===== src/rtl/sram_col_ctrl.sv =====
// SRAM column-path access sequencer: accepts one read or write at a time and walks
// the macro through precharge and wordline/sense phases. It drives the bitline mask
// for the configured word width, aligns write data into the row and right-aligns read data.
module sram_col_ctrl #(
    parameter int unsigned ROW_W   = 6,
    parameter int unsigned PRE_CYC = 1,
    parameter int unsigned WL_CYC  = 2
) (
    input  logic             clk,
    input  logic             rst,
    input  logic             cfg_we,
    input  logic [2:0]       cfg_conf,
    output logic             cfg_err,
    input  logic             req_valid,
    output logic             req_ready,
    input  logic             req_we,
    input  logic [ROW_W-1:0] req_row,
    input  logic [4:0]       req_col,
    input  logic [31:0]      req_wdata,
    output logic             resp_valid,
    input  logic             resp_ready,
    output logic [31:0]      resp_rdata,
    output logic             sram_pre,
    output logic             sram_wl_en,
    output logic             sram_we,
    output logic             sram_sae,
    output logic [ROW_W-1:0] sram_row,
    output logic [31:0]      sram_bl_mask,
    output logic [31:0]      sram_wdata,
    input  logic [31:0]      sram_rdata
);

    localparam int unsigned MAX_CYC = (PRE_CYC > WL_CYC) ? PRE_CYC : WL_CYC;
    localparam int unsigned CNT_W   = (MAX_CYC > 1) ? $clog2(MAX_CYC) : 1;

    typedef enum logic [1:0] {
        StIdle,
        StPre,
        StWl,
        StResp
    } state_e;

    state_e             state_q, state_d;
    logic [CNT_W-1:0]   cnt_q, cnt_d;
    logic [2:0]         conf_q;
    logic [2:0]         conf_lat_q;
    logic               cfg_err_q;
    logic [ROW_W-1:0]   row_q;
    logic [4:0]         col_q;
    logic               we_q;
    logic [31:0]        wdata_q;
    logic [31:0]        rdata_q;

    logic               accept;
    logic               wl_last;
    logic               rd_sample;
    logic [5:0]         width;
    logic [4:0]         base;
    logic [31:0]        low_mask;
    logic [31:0]        row_mask;
    logic [31:0]        wdata_al;
    logic [31:0]        rdata_al;

    // Width decode from the per-access conf snapshot; conf=5 needs a special case
    // because a 32-bit shift of 1 would overflow.
    always_comb begin
        width    = 6'd1 << conf_lat_q;
        base     = col_q & ~5'(width - 6'd1);
        low_mask = (conf_lat_q == 3'd5) ? 32'hFFFF_FFFF : ((32'd1 << width) - 32'd1);
        row_mask = low_mask << base;
        wdata_al = (wdata_q & low_mask) << base;
        rdata_al = (sram_rdata >> base) & low_mask;
    end

    // Next-state and output decode; every output is forced low while rst is high.
    always_comb begin
        state_d      = state_q;
        cnt_d        = cnt_q;
        req_ready    = 1'b0;
        resp_valid   = 1'b0;
        resp_rdata   = 32'd0;
        sram_pre     = 1'b0;
        sram_wl_en   = 1'b0;
        sram_we      = 1'b0;
        sram_sae     = 1'b0;
        sram_bl_mask = 32'd0;
        sram_wdata   = 32'd0;
        wl_last      = (cnt_q == CNT_W'(WL_CYC - 1));
        cfg_err      = cfg_err_q & ~rst;
        sram_row     = rst ? '0 : row_q;

        unique case (state_q)
            StIdle: begin
                req_ready = 1'b1;
                if (req_valid) begin
                    state_d = StPre;
                    cnt_d   = '0;
                end
            end
            StPre: begin
                sram_pre = 1'b1;
                if (cnt_q == CNT_W'(PRE_CYC - 1)) begin
                    state_d = StWl;
                    cnt_d   = '0;
                end else begin
                    cnt_d = cnt_q + CNT_W'(1);
                end
            end
            StWl: begin
                sram_wl_en   = 1'b1;
                sram_bl_mask = row_mask;
                sram_wdata   = wdata_al;
                sram_we      = we_q;
                sram_sae     = wl_last & ~we_q;
                if (wl_last) begin
                    state_d = StResp;
                    cnt_d   = '0;
                end else begin
                    cnt_d = cnt_q + CNT_W'(1);
                end
            end
            StResp: begin
                resp_valid = 1'b1;
                resp_rdata = rdata_q;
                if (resp_ready) begin
                    state_d = StIdle;
                end
            end
            default: begin
                state_d = StIdle;
            end
        endcase

        if (rst) begin
            req_ready    = 1'b0;
            resp_valid   = 1'b0;
            resp_rdata   = 32'd0;
            sram_pre     = 1'b0;
            sram_wl_en   = 1'b0;
            sram_we      = 1'b0;
            sram_sae     = 1'b0;
            sram_bl_mask = 32'd0;
            sram_wdata   = 32'd0;
        end
    end

    assign accept    = req_valid & req_ready;
    assign rd_sample = (state_q == StWl) & wl_last & ~we_q;

    // Sequencer state register.
    always_ff @(posedge clk) begin
        if (rst) begin
            state_q <= StIdle;
            cnt_q   <= '0;
        end else begin
            state_q <= state_d;
            cnt_q   <= cnt_d;
        end
    end

    // Width configuration register; illegal codes are dropped and flagged for one cycle.
    always_ff @(posedge clk) begin
        if (rst) begin
            conf_q    <= 3'd5;
            cfg_err_q <= 1'b0;
        end else begin
            cfg_err_q <= cfg_we & (cfg_conf > 3'd5);
            if (cfg_we && cfg_conf <= 3'd5) begin
                conf_q <= cfg_conf;
            end
        end
    end

    // Request capture on acceptance, and read data capture at the end of the sense cycle.
    always_ff @(posedge clk) begin
        if (rst) begin
            row_q      <= '0;
            col_q      <= '0;
            we_q       <= 1'b0;
            wdata_q    <= '0;
            conf_lat_q <= 3'd5;
            rdata_q    <= '0;
        end else begin
            if (accept) begin
                row_q      <= req_row;
                col_q      <= req_col;
                we_q       <= req_we;
                wdata_q    <= req_wdata;
                conf_lat_q <= conf_q;
                rdata_q    <= '0;
            end
            if (rd_sample) begin
                rdata_q <= rdata_al;
            end
        end
    end

endmodule


===== config.mk =====
export PLATFORM = sky130hd
export DESIGN_NAME = sram_col_ctrl
export DESIGN_NICKNAME = d
export VERILOG_FILES = /design/src/rtl/sram_col_ctrl.sv
export SDC_FILE = /design/constraint.sdc
export NUM_CORES = 1
export LEC_CHECK = 0
export ABC_AREA = 1
export CORE_MARGIN = 2
export CORE_UTILIZATION = 50
export DETAILED_ROUTE_END_ITERATION = 10
export HOLD_SLACK_MARGIN = 0.06
export PLACE_DENSITY = 0.79
export SYNTH_ARGS = -nofsm -noshare
export SYNTH_HDL_FRONTEND = slang
export SYNTH_SLANG_ARGS = --single-unit

===== constraint.sdc =====
create_clock -name clk -period 4.9 [get_ports clk]
set_input_delay 0.98 -clock clk [delete_from_list [all_inputs] [get_ports clk]]
set_output_delay 0.98 -clock clk [all_outputs]
set_load 0.1 [all_outputs]

Word-level counts from Yosys, hierarchy flattened

Index checks and enable logic that the tools add are counted.
Widths: inputs -> output; s select.

Register bits: 86
Input port bits: 84
Output and inout port bits: 109

Add/sub/neg operators: 3
Magnitude comparators: 2
Eq/ne operators: 8
Shift-type cells: 5
Multiplexer cells: 31
Bitwise gates (word level): 12
Reduce and logical (&&, ||, !) cells: 6

Operator list:

| operator              | count |
|---|---|
| $mux 32               | 9 |
| $and 32x32->32        | 2 |
| $shl 32x5->32         | 2 |
| $shl 1x6->32 const A  | 1 |
| $shr 32x5->32         | 1 |
| $sub 32x1->32 const B | 1 |
| $mux 1                | 15 |
| $mux 2                | 4 |
| $ne 2x2->1 const B    | 4 |
| $pmux 2 s4            | 1 |
| $and 1x1->1           | 6 |
| $mux 6                | 1 |
| $shl 1x3->6 const A   | 1 |
| $and 5x5->5           | 1 |
| $not 5->5             | 1 |
| $sub 5x1->5 const B   | 1 |
| $eq 2x2->1 const B    | 2 |
| $reduce_and 4->1      | 1 |
| $eq 3x3->1 const B    | 1 |
| $gt 3x3->1 const B    | 1 |
| $le 3x3->1 const B    | 1 |
| $pmux 1 s3            | 1 |
| $reduce_bool 3->1     | 1 |
| $eq 2x1->1 const B    | 1 |
| 6 further kinds       | 7 |

Longest topological paths before layout

Depth after elaboration: 8
Depth in mapped cells: 22
Mapped depth without buffers: 20

Worst setup path before layout

OpenSTA, ideal clock, no wires.

Path type: flip-flop to output port
Start point: reg conf_lat_q[0]
End point: out sram_wdata[4]
Data arrival time: 4.483 ns
Data required time: 3.920 ns
Path slack: -0.563 ns
Cell stages (with the launch flop): 15
Path through: dfxtp_1 > inv_1 > nor3_1 > inv_1 > ha_1 > nor2_1 > inv_1 > buf_2 > buf_1 > buf_1 > nand3_1 > o21ai_0 > o22ai_1 > inv_1 > nor3_1

Longest elaborated chain between the ends: 8

Ends and longest elaborated chain:

| element                  | line | RTL |
|---|---|---|
| start: declaration       | 46   | `logic [2:0] conf_lat_q;` |
| start signal: assignment | 189  | `conf_lat_q <= conf_q;` |
| $shl 1x3->6              | 67   | `width = 6'd1 << conf_lat_q;` |
| $shl 1x6->32             | 69   | `low_mask = (conf_lat_q == 3'd5) ? 32'hFFFF_FFFF : ((32'd1 << width) - 32'd1);` |
| $sub 32x1->32            | 69   |  |
| $mux 32                  | 69   |  |
| $and 32x32->32           | 71   | `wdata_al = (wdata_q & low_mask) << base;` |
| $shl 32x5->32 (*)        | 71   |  |
| $mux 32 (*)              | 92   | `unique case (state_q)` |
| $mux 32 (*)              | 134  | `if (rst) begin` |
| end: declaration         | 29   | `output logic [31:0] sram_wdata,` |

Every way passes the cells marked *; elsewhere a longest branch is shown, timed or not.

Worst setup path in the final report

Start point: reg conf_lat_q[1]
End point: out sram_wdata[22]

Same word-level chain as after synthesis.

==> qor.yml <==
status: "finished, final reports clean"
setup_viol: 0
synthTopCellsByArea: "nand2_1, dfxtp_1, nand3_1"
cts_tree: "built"
fmax_mhz: 213
floorplan.rows: 48
worst_r2r_endpoint: "rdata_q[0]"
final_common_cell: "nand2_1"
crit_type: "register to primary output"
clockRootBuffer: "clkbuf_16"
skew_ps: 13.9
drt_first_pass_iters: 6
synthCells: 1615
rsz0062_at_grt: "no"
ys_warn_count: 0
fp.dieH_um: 136
min_path_cells: 2
routedWlPerCell_um: 17.5
vdd_drop_max_v: 0.000281
htree_num_levels: 3
via_count: 11516
power_density_nw_per_um2: 341
cts_buffers: 9
worstPathMaxFanout: 9
ff2ff_path_depth: 14
min_period_ps: 4700
drc_errors: 0
synth_ff_type: "dfxtp_1"
ys_async_sr_fraction_pct: 0
cts_buffer_depth: 2
hold_violations: 0
holdCritPathClass: "register to register"
min_to: "row_q[4]"
synth_compound_area_share_pct: 17.7
grt_pass1_wl_mm: 53.7
synth_xor_area_share_pct: 0
clk_pin_slew_ps: 70
slew_violations: 0
layout-drive-gt1-share_pct: 11.9
overflow: 0
antenna_cells: 0
viasPerCell: 5.86
regToRegSetupSlack_ps: 1470
grt_max_degree: 71
synth_simple_gate_area_share_pct: 48.8
grt_usage_pct: 37.0
initial_core_util_pct: 50.6
antenna_found_initial: 0
rr_startpoint: "conf_lat_q[1]"
ys_seq_area_share_pct: 19.9
areaGrowthSynthToFinish_pct: 34.0
fp.coreArea_um2: 17100
dpl_cell_area_um2: 11200
worstPathArrival_ps: 3720
place_congestion: 1.01
final_nets: 1832
dp_hpwl_mm: 26.2
critical_path.startpoint_type: "register"
ant_nets: 0
io-pin-count: 193
pre_cts_ws_ps: 211
synth.net_count: 1710
synth.top_cell.area_share_pct: 22.6
muxShareOfSynthArea_pct: 1.50
synth_top_family_by_area: "simple AND/OR/NAND/NOR gates"
syn_area_per_cell_um2: 5.36
fin_ws_ps: 199
clk_latency_ps: 360
fin_crit_sh_pct: 95.9
drt-total-wl_mm: 34.3
maxCapViolCount: 0
tightest_slew_ps: 1090
crit_required_ps: 3920
leakage_nw: 5.36
critical_path.endpoint_type: "primary output"
grt_pass1_vias: 10396
synth_area_um2: 8660
min_from: "row_q[4]"
mostFrequentLayoutCells: "nand2_1, nand3_1, nor2_1, o21ai_0, inv_1"
yosys_register_bits: 86
synthAdderAreaFrac_pct: 1.59
synth-edff-count: 0
die_area_um2: 18400
synth_top_area_cell: "nand2_1"
synth_cell_types: 40
cts_sinks: 86
relSlewSlack_pct: 27.1
portBuffers: 192
drt-initial-drc-count: 1425
fin_area_um2: 11600
fp.dieW_um: 136
worst max-delay path: stages, from the launching register on:
cell and delay [ps]:
dfxtp_2 380, nor2_4 160, nand2_1 140, inv_1 110, ha_2 310, nand2_1 90, ha_1 210, nand3b_1 160
nand3_1 270, nand2_1 160, o21ai_0 300, nand2_1 100, o31ai_1 170, nand2_1 150, nand2_1 120, a21oi_1 100
nor2_1 230, buf_12 210
area by class of cell:
| type | instances | area [µm²] |
|---|---|---|
| well taps | 225 | 282 |
| repair buffers | 222 | 2700 |
| clock buffers | 11 | 233 |
| flip-flops and latches | 86 | 1730 |
| inverters | 120 | 450 |
| multi-input cells | 1298 | 6160 |
| fillers | 1568 | 5510 |
| clock inverters | 4 | 57.6 |
routing by layer:
| metal | wire, µm | vias to the layer above | track usage [%] |
|---|---|---|---|
| met5 | 0 | - | 0 |
| met4 | 1210 | 0 | 13.5 |
| met3 | 3640 | 107 | 7.07 |
| met2 | 15700 | 665 | 60.7 |
| met1 | 13800 | 5172 | 48.3 |
| li1 | - | 5572 | - |
synth_stat cells, drive strengths merged (2+ instances only):
| cell type | number |
|---|---|
| o211ai | 36 |
| o31ai | 2 |
| a211oi | 2 |
| inv | 117 |
| nor2 | 156 |
| a31oi | 6 |
| dfxtp | 86 |
| nor3 | 11 |
| or2 | 9 |
| a21boi | 2 |
| clkinv | 3 |
| mux2i | 13 |
| a22oi | 2 |
| nand4 | 19 |
| nand2 | 528 |
| buf | 49 |
| clkbuf | 62 |
| o21ai | 127 |
| a21oi | 96 |
| nand3 | 271 |
| o22ai | 3 |
| ha | 11 |
registers in the layout, summed over array words and instances (netlist names):
register	flops
cnt_q	1
row_q	6
conf_lat_q	3
conf_q	3
cfg_err_q	1
we_q	1
state_q	2
col_q	5
rdata_q	32
wdata_q	32
where the power goes:
part	total [mW]	switching [mW]	internal, mW	leakage, nW
logic	2.39	1.67	0.726	4.52
clock network	0.698	0.301	0.398	0.138
registers	0.871	0.0731	0.798	0.701
logic make-up after synthesis:
kind of cell,Yosys count
simple gates,995
compound gates,279
buf+inv,231
flops,86
mux,13
fa+ha+maj,11
how the worst max path moves through the flow:
stage / start / to / slack (ps) / cells past startpoint
2_1_floorplan: conf_lat_q[0] / sram_bl_mask[5] / -500 / 14
3_3_place_gp: conf_lat_q[2] / sram_wdata[20] / 240 / 17
3_5_place_dp: conf_lat_q[0] / sram_wdata[20] / 210 / 18
4_1_cts: conf_lat_q[2] / sram_wdata[30] / 70 / 20
5_1_grt: conf_lat_q[2] / sram_wdata[26] / 40 / 20
6_report: conf_lat_q[1] / sram_wdata[22] / 200 / 17
repair_timing:
action / 4_1_cts / 5_1_grt
setup buffers: 0 / 2
gates resized for setup: 4 / 21
pin swaps: 0 / 2
hold buffers: 0 / 0
endpoints found under the setup margin: 35 / 53
stage by stage:
step           hold slack [ps]  instances  total power, mW  util (%)  TNS, ps
6_report                   463       1966             3.96      67.8        0
5_1_grt                    474       1966             4.15      67.8        0
4_1_cts                    460       1964             3.91      67.3        0
3_5_place_dp               449       1949             3.22      65.5        0
3_3_place_gp               440       1949             3.20      65.5        0
2_1_floorplan              430       1615             2.43         -    -1270
Power figures use the tool's default switching activity.
